**config.mk**
```make
export PLATFORM = sky130hd
export DESIGN_NAME = nibble_serial_subtractor
export DESIGN_NICKNAME = d
export VERILOG_FILES = /design/src/rtl/nibble_serial_subtractor.sv
export SDC_FILE = /design/constraint.sdc
export NUM_CORES = 1
export LEC_CHECK = 0
export ABC_AREA = 1
export ABC_CLOCK_PERIOD_IN_PS = 1500
export BUFFER_PORTS_ARGS = -buffer_cell sky130_fd_sc_hd__buf_2
export CAP_MARGIN = 20
export CORE_ASPECT_RATIO = 0.7
export CORE_MARGIN = 4
export CORE_UTILIZATION = 45
export DETAILED_ROUTE_END_ITERATION = 10
export HOLD_SLACK_MARGIN = 0.15
export MAX_ROUTING_LAYER = met4
export PLACE_DENSITY_LB_ADDON = 0.08
export SETUP_SLACK_MARGIN = 0.15
export SYNTH_ARGS = -nofsm -noshare
export SYNTH_HDL_FRONTEND = slang
export SYNTH_SLANG_ARGS = --single-unit
export TNS_END_PERCENT = 20
```
**constraint.sdc**
```tcl
create_clock -name Clk -period 1.5 [get_ports Clk]
set_input_delay 0.15 -clock Clk [delete_from_list [all_inputs] [get_ports Clk]]
set_output_delay 0.15 -clock Clk [all_outputs]
set_load 0.03 [all_outputs]
```
**src/rtl/nibble_serial_subtractor.sv**
```systemverilog
`default_nettype none
// +----------------------------------------------------------------------------+
// | Module      : nibble_serial_subtractor                                     |
// | Description : Computes A-B one 4-bit slice per cycle, LSB slice first,     |
// |               with a valid/ready handshake on each side.                   |
// |               Optional macro SUB_COMPARE_EN adds Zero/LessThan outputs.    |
// | Revision    : 1.0                                                          |
// +----------------------------------------------------------------------------+

module nibble_serial_subtractor #(
  parameter int l = 16
) (
  input  logic         Clk,
  input  logic         Rst_n,
  input  logic         InValid,
  output logic         InReady,
  input  logic [l-1:0] A,
  input  logic [l-1:0] B,
  output logic         OutValid,
  input  logic         OutReady,
  output logic [l-1:0] D,
  output logic         Overflow,
  output logic         Borrow
`ifdef SUB_COMPARE_EN
  ,
  output logic         Zero,
  output logic         LessThan
`endif
);

  localparam int NSLICE = l / 4;
  localparam int CW     = (NSLICE > 1) ? $clog2(NSLICE) : 1;
  localparam logic [CW-1:0] LAST_SLICE = CW'(NSLICE - 1);

  typedef enum logic [1:0] {
    IDLE = 2'd0,
    RUN  = 2'd1,
    DONE = 2'd2
  } state_t;

  state_t        state_q, state_d;
  logic [l-1:0]  a_q, a_d;
  logic [l-1:0]  b_q, b_d;
  logic [l-1:0]  acc_q, acc_d;
  logic [l-1:0]  d_q, d_d;
  logic [CW-1:0] cnt_q, cnt_d;
  logic          borrow_q, borrow_d;
  logic          a_sign_q, a_sign_d;
  logic          b_sign_q, b_sign_d;
  logic          ovf_q, ovf_d;
  logic          brw_q, brw_d;
`ifdef SUB_COMPARE_EN
  logic          zero_q, zero_d;
  logic          lt_q, lt_d;
`endif

  logic [4:0]    w_slice;
  logic [l-1:0]  w_acc_next;
  logic          w_ovf;

  // Operands shift right so the active slice is always in bits [3:0];
  // result slices shift in from the top so the first lands at the bottom.
  assign w_slice    = {1'b0, a_q[3:0]} + {1'b0, ~b_q[3:0]} + {4'b0000, ~borrow_q};
  assign w_acc_next = {w_slice[3:0], acc_q[l-1:4]};
  assign w_ovf      = (a_sign_q != b_sign_q) && (w_acc_next[l-1] != a_sign_q);

  always_comb begin
    state_d  = state_q;
    a_d      = a_q;
    b_d      = b_q;
    acc_d    = acc_q;
    d_d      = d_q;
    cnt_d    = cnt_q;
    borrow_d = borrow_q;
    a_sign_d = a_sign_q;
    b_sign_d = b_sign_q;
    ovf_d    = ovf_q;
    brw_d    = brw_q;
`ifdef SUB_COMPARE_EN
    zero_d   = zero_q;
    lt_d     = lt_q;
`endif
    case (state_q)
      IDLE: begin
        if (InValid) begin
          a_d      = A;
          b_d      = B;
          a_sign_d = A[l-1];
          b_sign_d = B[l-1];
          cnt_d    = '0;
          borrow_d = 1'b0;
          state_d  = RUN;
        end
      end
      RUN: begin
        a_d      = a_q >> 4;
        b_d      = b_q >> 4;
        acc_d    = w_acc_next;
        borrow_d = ~w_slice[4];
        cnt_d    = cnt_q + CW'(1);
        if (cnt_q == LAST_SLICE) begin
          state_d = DONE;
          d_d     = w_acc_next;
          brw_d   = ~w_slice[4];
          ovf_d   = w_ovf;
`ifdef SUB_COMPARE_EN
          zero_d  = (w_acc_next == '0);
          lt_d    = w_acc_next[l-1] ^ w_ovf;
`endif
        end
      end
      DONE: begin
        if (OutReady) begin
          state_d = IDLE;
        end
      end
      default: begin
        state_d = IDLE;
      end
    endcase
  end

  always_ff @(posedge Clk or negedge Rst_n) begin
    if (!Rst_n) begin
      state_q  <= IDLE;
      a_q      <= '0;
      b_q      <= '0;
      acc_q    <= '0;
      d_q      <= '0;
      cnt_q    <= '0;
      borrow_q <= 1'b0;
      a_sign_q <= 1'b0;
      b_sign_q <= 1'b0;
      ovf_q    <= 1'b0;
      brw_q    <= 1'b0;
`ifdef SUB_COMPARE_EN
      zero_q   <= 1'b0;
      lt_q     <= 1'b0;
`endif
    end else begin
      state_q  <= state_d;
      a_q      <= a_d;
      b_q      <= b_d;
      acc_q    <= acc_d;
      d_q      <= d_d;
      cnt_q    <= cnt_d;
      borrow_q <= borrow_d;
      a_sign_q <= a_sign_d;
      b_sign_q <= b_sign_d;
      ovf_q    <= ovf_d;
      brw_q    <= brw_d;
`ifdef SUB_COMPARE_EN
      zero_q   <= zero_d;
      lt_q     <= lt_d;
`endif
    end
  end

  assign InReady  = (state_q == IDLE);
  assign OutValid = (state_q == DONE);
  assign D        = d_q;
  assign Overflow = ovf_q;
  assign Borrow   = brw_q;
`ifdef SUB_COMPARE_EN
  assign Zero     = zero_q;
  assign LessThan = lt_q;
`endif

endmodule

`default_nettype wire

```
After elaboration in Yosys (flattened, before gate mapping)
Index checks and enable logic that the tools add are counted.

word-level totals
  register bits = 73

cells by class
  add/subtract/negate cells = 3
  equal/unequal tests = 8
  multiplexer cells = 12
  bitwise gates (word level) = 3
  reduce and logical (&&, ||, !) cells = 7

operators by type and width
  cell                   number
  $pmux W16 S2           2
  $mux W16               2
  $mux W2                4
  $pmux W2 S3            1
  $reduce_and A2 Y1      3
  $add A4 B4 Y5          1
  $add A5 B1 Y5          1
  $eq A2 B2 Y1 const B   2
  $ne A2 B2 Y1 const B   2
  $not A4 Y4             1
  $pmux W2 S2            1
  $reduce_and A3 Y1      1
  $add A2 B1 Y2 const B  1
  $eq A2 B1 Y1 const B   1
  $logic_not A2 Y1       1
  $ne A1 B1 Y1           2
  $ne A2 B1 Y1 const B   1
  $not A1 Y1             2
  $pmux W1 S2            1
  $reduce_bool A2 Y1     1
  $logic_and A1 B1 Y1    1
  $mux W1                1

Longest topological paths before layout
Gate-level depths: netlist (run 1).

  word-level depth = 5
  depth in mapped cells = 10
  gate-level depth less buffers = 10

Worst setup path after synthesis (run 1)
Ideal clock, no wire load.

  path type = reg2reg
  start point = reg a_q[0]
  end point = reg acc_q[13]
  arrival time = 1.393 ns
  data required time = 1.370 ns
  setup slack = -0.022 ns
  cell stages (with the launch flop) = 7
  path buffers = 0
  period minus slack after synthesis = 1.522 ns
  cells stage by stage = dfrtp_1 inv_1 fa_1 inv_1 fa_1 inv_1 o21ai_0

on the way
  word-level cells in the longest chain between the ends = 2

ends and longest elaborated chain
  what                    line  RTL
  from (decl)             42    logic [l-1:0] a_q, a_d;
  from (signal assigned)  126   a_q <= '0;
  from (signal assigned)  142   a_q <= a_d;
  $add A4 B4 Y5           63    assign w_slice = {1'b0, a_q[3:0]} + {1'b0, ~b_q[3:0]} + {4'b0000, ~borrow_q};
  $add A5 B1 Y5           63
  via w_slice[1]          57    logic [4:0] w_slice;
  to (signal assigned)    128   acc_q <= '0;
  to (signal assigned)    144   acc_q <= acc_d;
  to (decl)               44    logic [l-1:0] acc_q, acc_d;

The timed path passes the listed nets, and every way through them passes these cells.
A chain may end at the register's enable or synchronous reset.

Worst setup path after layout (run 1)
Ends and elaborated chain as after synthesis.

==> results of run 1 <==
routing by layer:
layer	track usage	wire, microns
met1	0.264	3470
met2	0.273	3000
met3	0.0531	461
met4	0.0511	83
met5	-	0
synthesized netlist by cell type:
cell type / number
sky130_fd_sc_hd__a21oi_1: 3
sky130_fd_sc_hd__inv_6: 1
sky130_fd_sc_hd__o21bai_1: 1
sky130_fd_sc_hd__inv_1: 33
sky130_fd_sc_hd__buf_6: 3
sky130_fd_sc_hd__nor3_1: 16
sky130_fd_sc_hd__a22o_1: 2
sky130_fd_sc_hd__nand2_4: 1
sky130_fd_sc_hd__inv_2: 2
sky130_fd_sc_hd__nand2_8: 1
sky130_fd_sc_hd__dfrtp_1: 69
sky130_fd_sc_hd__o31ai_1: 1
sky130_fd_sc_hd__xor2_1: 1
sky130_fd_sc_hd__fa_1: 2
sky130_fd_sc_hd__o21ai_0: 35
sky130_fd_sc_hd__nor2_2: 1
sky130_fd_sc_hd__buf_4: 2
sky130_fd_sc_hd__buf_2: 7
sky130_fd_sc_hd__ha_1: 4
sky130_fd_sc_hd__nand2_1: 102
sky130_fd_sc_hd__a211oi_2: 14
sky130_fd_sc_hd__nand3_1: 9
sky130_fd_sc_hd__nor2_1: 21
sky130_fd_sc_hd__clkbuf_1: 3
sky130_fd_sc_hd__a211oi_1: 2
flip-flops by register name (all words and copies together), names as in the netlist:
| register | cells |
|---|---|
| state_q | 2 |
| a_sign_q | 1 |
| acc_q | 12 |
| cnt_q | 2 |
| b_q | 16 |
| D | 16 |
| Overflow | 1 |
| borrow_q | 1 |
| b_sign_q | 1 |
| Borrow | 1 |
| a_q | 16 |
cell type report:
type                       count  area, sq um
multi-input combinational    216         1250
fill                         573         2310
clock buffer                  14          173
timing repair buffer         100          721
tap                           91          114
sequential                    69         1730
clock inverter                 1         5.00
inverter                      36          150
stage by stage:
step,setup WS [ns],total power [mW]
finish,-0.000102,9.96
floorplan,0.0405,6.78
global placement,0.00538,7.92
detailed placement,-0.0440,7.98
global route,-0.0762,10.9
CTS,-0.0123,9.69
repair_timing:
item | 4_1_cts | 5_1_grt
pin swaps | 6 | 6
gates resized for setup | 17 | 21
hold buffers | 30 | 2
endpoints found under the hold margin | 100 | 2
buffers inserted | 1 | 1
setup endpoints to repair | 42 | 56
cell families after synthesis:
logic type               after synthesis  share of synthesized area
XOR/XNOR                               1                    0.00283
AND/OR/NAND/NOR                      151                      0.202
adder cells (fa/ha/maj)                6                     0.0291
AO/OA/AOI/OAI                         58                      0.133
flip-flops                            69                      0.557
buffers and inverters                 51                     0.0759
critical path, delay by kind of cell, from the launching register on:
family | cells | cell delay (ns)
buf+inv | 3 | 0.19
fa+ha+maj | 2 | 0.80
flops | 1 | 0.34
compound gates | 1 | 0.05
path summary, 6_finish.rpt:
kind	start	to	cells after the start
min in group asynchronous	Rst_n	b_q[10]$_DFFE_PN0P_	3
max	a_q[0]$_DFFE_PN0P_	acc_q[13]$_DFFE_PN0N_	6
min	B[6]	b_q[6]$_DFFE_PN0P_	5
max in group asynchronous	Rst_n	state_q[0]$_DFFE_PN0P_	3
max reg2reg	a_q[0]$_DFFE_PN0P_	acc_q[13]$_DFFE_PN0N_	6
min reg2reg	acc_q[5]$_DFFE_PN0N_	D[1]$_DFFE_PN0P_	2
power by group:
part	switching, mW	internal, mW
registers	0.454	2.79
clock network	0.637	0.726
logic	3.34	2.01
==> reports/qor.csv, run 1 <==
metric,value,unit
status,finished with violations,
failing checks,setup timing,
drt via density,4.75,
synthesized net count,378,
share of Yosys cell area claimed by the top area cell type,0.557,
number of maximum-capacitance violations,0,
antenna-violating nets left,0,
Layout Skew,0.00624,ns
number of hold-slack violations in the final timing report,0,
Placed Area,3510,sq um
total congestion overflow after global routing,0,
Most Frequent Cell on Critical Path,sky130_fd_sc_hd__inv_2,
largest voltage drop on the vdd net,0.000930,V
cell at the root of the clock tree,sky130_fd_sc_hd__clkbuf_8,
final hold slack,0.166,ns
utilization after layout,0.641,
gate count after technology mapping,336,
Synth Area per Inst,9.22,sq um
Hold Path Class,in -> reg,
most area-hungry cell type in the Yosys netlist,sky130_fd_sc_hd__dfrtp_1,
"CTS clk-pin slew, worst paths",0.07,ns
number of design-rule violations left by the first detailed-router iteration,134,
TritonCTS clock tree,done,
quantity of I/O buffers inserted on ports,55,
number of global-route vias before repair,2520,
Lkg Pwr,2.08,nW
Synth Warn #,0,
first-pass GRT wire length,12.1,mm
max incr delay on CP,0.43,ns
Pwr Density,2400,nW/um^2
fraction of the cycle the final worst path needs,1.00,
post-layout instance count excluding filler cells,527,
total standard cell area after synthesis,3100,sq um
largest driver fanout on the critical path,2,
initial antenna violation count,0,
fraction of layout instances using a drive strength above 1,0.289,
"top cells by area, synth","sky130_fd_sc_hd__dfrtp_1 56%, sky130_fd_sc_hd__nand2_1 12%, sky130_fd_sc_hd__a211oi_2 5.7%",
wire length per cell,13.3,microns
core region area,6460,sq um
DRC,0,
clock period minus final worst setup slack,1.50,ns
die extent in x,107,microns
unrepaired setup endpoints after global routing,yes,
total setup violations reported at the end of the flow,1,
sink count of the clock tree,69,
Slew HR,0.751,
slack of the worst reg-to-reg path,-0.0001,ns
CP Launch Type,register,
clock insertion delay at the later pin of the skew report,0.34,ns
largest net degree at the start of global routing,70,
"commonest non-fill, non-tap cell in the layout",sky130_fd_sc_hd__nand2_1,
router iterations before antenna repair,4,
clk buf depth,2,
Post-Layout Inst Area,4140,sq um
P&R area growth vs syn,33.7,%
CP max stage cell,sky130_fd_sc_hd__fa_2,
half-perimeter wire length after detailed placement,4.60,mm
final max-slew violation count,0,
peak clock frequency supported by timing,667,MHz
sequential-to-total area share from yosys stat,0.557,
type of the setup path with the least slack,reg -> reg,
routed wire length,7.01,mm
initial core utilization,0.480,
htree depth,3,
overall die area,8300,sq um
io pins,56,
kind of capture point of the worst setup path,register,
smallest setup slack after layout,-0.000102,ns
global-route usage over all layers,0.189,
Setup TNS,-0.000102,ns
FP Rows,24,
number of CTS-inserted buffers,9,
GPL Wtd Cong,0.774,
detailed-route via count,2505,
Netlist cell types,25,
number of flip-flops and latches in the synthesized netlist,69,
transition time at the pin with the least slew margin,0.374,ns
cells traversed along the worst timing path,"inv_2, fa_2, inv_2, fa_2, inv_2, o21ai_2",
required time of the worst setup path,1.72,ns
number of antenna cells inserted,0,
highest-count cells in the layout ignoring fill and taps,"98 x sky130_fd_sc_hd__nand2_1, 68 x sky130_fd_sc_hd__dfrtp_1, 54 x sky130_fd_sc_hd__buf_2, 32 x sky130_fd_sc_hd__dlygate4sd3_1",
placed cell count,478,
Chip Height,77.4,microns
data arrival time of the critical path,1.72,ns
nets,474,
Power figures use the tool's default switching activity.
==> inputs of run 2 (changes only) <==
- ABC_AREA: 1 -> 0
- CORE_ASPECT_RATIO: 0.7 -> 0.6
==> run 2 against run 1 <==
- the run still ends with setup timing left
- sequential share of layout area is 2.7 points lower
- synthesized area is 1.9% lower
- count of clock-buffer cells in the layout is 5 lower
- wire length is 1.6% lower
- critical path depth is 2 lower
- clock skew hardly changed
- fmax is 9.8% lower
- flip-flop and latch count stayed put
- die area is 1.5% lower
- highest routed layer unchanged
==> reports/qor.csv, run 2 <==
metric,value,unit,change
status,finished with violations,,
failing checks,setup timing,,
sink count of the clock tree,69,,unchanged
filler instances,481,,-16%
router iterations before antenna repair,4,,unchanged
number of flops mapped to enable cells by yosys,0,,unchanged
unrepaired setup endpoints after global routing,yes,,
Synth Area per Inst,10.8,sq um,+17%
required time of the worst setup path,1.71,ns,about the same
first-pass GRT wire length,10.8,mm,-11%
P&R area growth vs syn,46.0,%,
number of antenna cells inserted,0,,unchanged
kind of capture point of the worst setup path,register,,
total setup violations reported at the end of the flow,7,,+6
"commonest non-fill, non-tap cell in the layout",sky130_fd_sc_hd__nand2_1,,
Synth Warn #,0,,unchanged
nets,430,,-9.3%
Layout Skew,0.00608,ns,-0.000152 ns
cell at the root of the clock tree,sky130_fd_sc_hd__clkbuf_16,,
most instantiated flip-flop cell in the synthesis netlist,sky130_fd_sc_hd__dfrtp_1,,
overall die area,8170,sq um,-1.5%
Synth Area in Compound Gates,0.0951,,-0.0381
"CTS clk-pin slew, worst paths",0.06,ns,about the same
highest-count cells in the layout ignoring fill and taps,"75 x sky130_fd_sc_hd__nand2_1, 67 x sky130_fd_sc_hd__dfrtp_1, 53 x sky130_fd_sc_hd__buf_2, 34 x sky130_fd_sc_hd__dlygate4sd3_1, 30 x sky130_fd_sc_hd__o21ai_1",,
multiplexer share of the synthesized area,0.134,,+0.134
CP Launch Type,register,,
antenna-violating nets left,0,,unchanged
most frequent cells after synthesis,"77 x sky130_fd_sc_hd__nand2_1, 69 x sky130_fd_sc_hd__dfrtp_1, 28 x sky130_fd_sc_hd__o21ai_1, 20 x sky130_fd_sc_hd__mux2i_1, 12 x sky130_fd_sc_hd__o21ai_0",,
smallest setup slack after layout,-0.164,ns,-0.164 ns
clk buf depth,2,,unchanged
FP Rows,22,,-8.3%
utilization after layout,0.700,,+0.0589
transition time at the pin with the least slew margin,0.372,ns,-0.00186 ns
drt via density,4.91,,+3.3%
Netlist cell types,32,,+28%
peak clock frequency supported by timing,601,MHz,-9.8%
gate count after technology mapping,282,,-16%
Pwr Density,2330,nW/um^2,-3.2%
xor/xnor share of the synthesized area,0.00577,,+0.00294
number of flip-flops and latches in the synthesized netlist,69,,unchanged
Post-Layout Inst Area,4430,sq um,+7.1%
"top cells by area, synth","sky130_fd_sc_hd__dfrtp_1 57%, sky130_fd_sc_hd__nand2_1 9.5%, sky130_fd_sc_hd__mux2i_1 6.6%",,
number of hold-slack violations in the final timing report,0,,unchanged
fraction of the cycle the final worst path needs,1.11,,+0.109
worst path buffer plus inverter count,1,,-2
share of synthesized flip-flops with an asynchronous set or reset,1.00,,unchanged
cells traversed along the worst timing path,"fa_2, inv_2, fa_2, mux2_4",,
most area-hungry cell type in the Yosys netlist,sky130_fd_sc_hd__dfrtp_1,,
Lkg Pwr,2.15,nW,+3.1%
number of maximum-capacitance violations,0,,unchanged
main combinational cell family by area after synthesis,multiplexers,,
quantity of I/O buffers inserted on ports,55,,unchanged
largest net degree at the start of global routing,70,,unchanged
clock period minus final worst setup slack,1.66,ns,+0.164 ns
data arrival time of the critical path,1.87,ns,+0.15 ns
htree depth,3,,unchanged
number of global-route vias before repair,2157,,-14%
number of design-rule violations left by the first detailed-router iteration,163,,+22%
largest driver fanout on the critical path,2,,unchanged
TritonCTS clock tree,done,,
Most Frequent Cell on Critical Path,sky130_fd_sc_hd__fa_2,,
Slew HR,0.752,,+0.00124
die extent in x,114,microns,+6.4%
type of the setup path with the least slack,reg -> reg,,
slack of the worst reg-to-reg path,-0.16,ns,-0.16 ns
Placed Area,3510,sq um,-0.11%
wire length per cell,14.5,microns,+8.7%
total standard cell area after synthesis,3040,sq um,-1.9%
total congestion overflow after global routing,0,,unchanged
sequential-to-total area share from yosys stat,0.568,,+0.0110
most repeated cell in the gate-level netlist after synthesis,sky130_fd_sc_hd__nand2_1,,
initial core utilization,0.480,,about the same
global-route usage over all layers,0.173,,-0.0163
synthesized net count,324,,-14%
io pins,56,,unchanged
adder-cell share of the synthesized area,0.0297,,+0.000575
max incr delay on CP,0.43,ns,about the same
post-synthesis simple-gate area fraction,0.130,,-0.0718
Chip Height,71.6,microns,-7.5%
GPL Wtd Cong,0.699,,-9.7%
DRC,0,,unchanged
CP max stage cell,sky130_fd_sc_hd__fa_2,,
final max-slew violation count,0,,unchanged
routed wire length,6.90,mm,-1.6%
clock insertion delay at the later pin of the skew report,0.32,ns,-0.02 ns
largest voltage drop on the vdd net,0.00144,V,+54%
Hold Path Class,in -> async,,
share of Yosys cell area claimed by the top area cell type,0.568,,+0.0110
initial antenna violation count,0,,unchanged
half-perimeter wire length after detailed placement,4.21,mm,-8.5%
detailed-route via count,2342,,-6.5%
fraction of layout instances using a drive strength above 1,0.341,,+0.0520
number of CTS-inserted buffers,9,,unchanged
critical path's top delay family,adder cells,,
core region area,6330,sq um,-1.9%
[run 2: cell count changes after synthesis, moves of 16 or more]
cell | previous run | this run
sky130_fd_sc_hd__nand2_1 | 102 | 77
sky130_fd_sc_hd__o21ai_1 | 0 | 28
sky130_fd_sc_hd__o21ai_0 | 35 | 12
sky130_fd_sc_hd__nor3_1 | 16 | 0
sky130_fd_sc_hd__mux2i_1 | 0 | 20
sky130_fd_sc_hd__inv_1 | 33 | 6
[run 2: repair_timing]
| action | 4_1_cts | 5_1_grt |
|---|---|---|
| pin swaps | 12 | 17 |
| hold buffers | 34 | 0 |
| buffers inserted | 1 | 7 |
| gates cloned | 0 | 2 |
| resized for setup | 25 | 17 |
| hold endpoints to repair | 104 | 0 |
| setup endpoints to repair | 47 | 53 |
[run 2: metal layers]
metal,GRT usage,up-vias,part of all wire
met1,0.252,1129,0.50
met5,-,-,0
met4,0.0356,0,0.0042
met3,0.0481,5,0.047
li1,-,1158,-
met2,0.241,50,0.45
[run 2: cells by family (layout without fill, tap and decap cells)]
kind of cell             count (synthesis)  in the layout
AND/OR/NAND/NOR                         94             94
flip-flops                              69             69
AO/OA/AOI/OAI                           53             53
multiplexers                            35             35
buffers and inverters                   23            134
adder cells (fa/ha/maj)                  6              6
XOR/XNOR                                 2              2
[run 2: cell type report]
| class | instances | area, sq um | area share |
|---|---|---|---|
| multi-input combinational | 190 | 1310 | 0.295 |
| sequential | 69 | 1730 | 0.390 |
| tap | 84 | 105 | 0.0237 |
| clock buffer | 9 | 225 | 0.0508 |
| clock inverter | 7 | 121 | 0.0274 |
| timing repair buffer | 112 | 921 | 0.208 |
| inverter | 6 | 22.5 | 0.00508 |
[run 2: path summary, 6_finish.rpt]
| kind | from | endpoint | depth (start not counted) |
|---|---|---|---|
| setup reg to reg | b_q[0]$_DFFE_PN0P_ | D[13]$_DFFE_PN0P_ | 4 |
| hold / removal | Rst_n | D[1]$_DFFE_PN0P_ | 3 |
| min in group Clk | acc_q[6]$_DFFE_PN0N_ | acc_q[6]$_DFFE_PN0N_ | 2 |
| max in group asynchronous | Rst_n | acc_q[12]$_DFFE_PN0N_ | 3 |
| hold reg to reg | acc_q[6]$_DFFE_PN0N_ | acc_q[6]$_DFFE_PN0N_ | 2 |
| setup / recovery | b_q[0]$_DFFE_PN0P_ | D[13]$_DFFE_PN0P_ | 4 |
[run 2: worst reg2reg max path, cell delays in order (launching register included)]
cell                      delay [ns]
sky130_fd_sc_hd__dfrtp_1        0.40
sky130_fd_sc_hd__fa_2           0.38
sky130_fd_sc_hd__inv_2          0.07
sky130_fd_sc_hd__fa_2           0.43
sky130_fd_sc_hd__mux2_4         0.27
[run 2: through the flow]
step	std cells	worst slack [ns]	hold WS (ns)	setup TNS, ns	power, mW
6_report	477	-0.164	0.350	-0.457	10.3
3_3_place_gp	417	-0.154	0.203	-0.350	7.13
3_5_place_dp	417	-0.163	0.200	-0.392	7.24
2_1_floorplan	282	-0.124	-0.146	-0.218	6.00
4_1_cts	468	-0.166	0.381	-0.423	10.1
5_1_grt	477	-0.212	0.434	-1.01	11.0
[run 2: where the power goes]
part	internal, mW	switching [mW]
clock	1.63	0.794
combinational	2.13	2.51
sequential	2.70	0.550
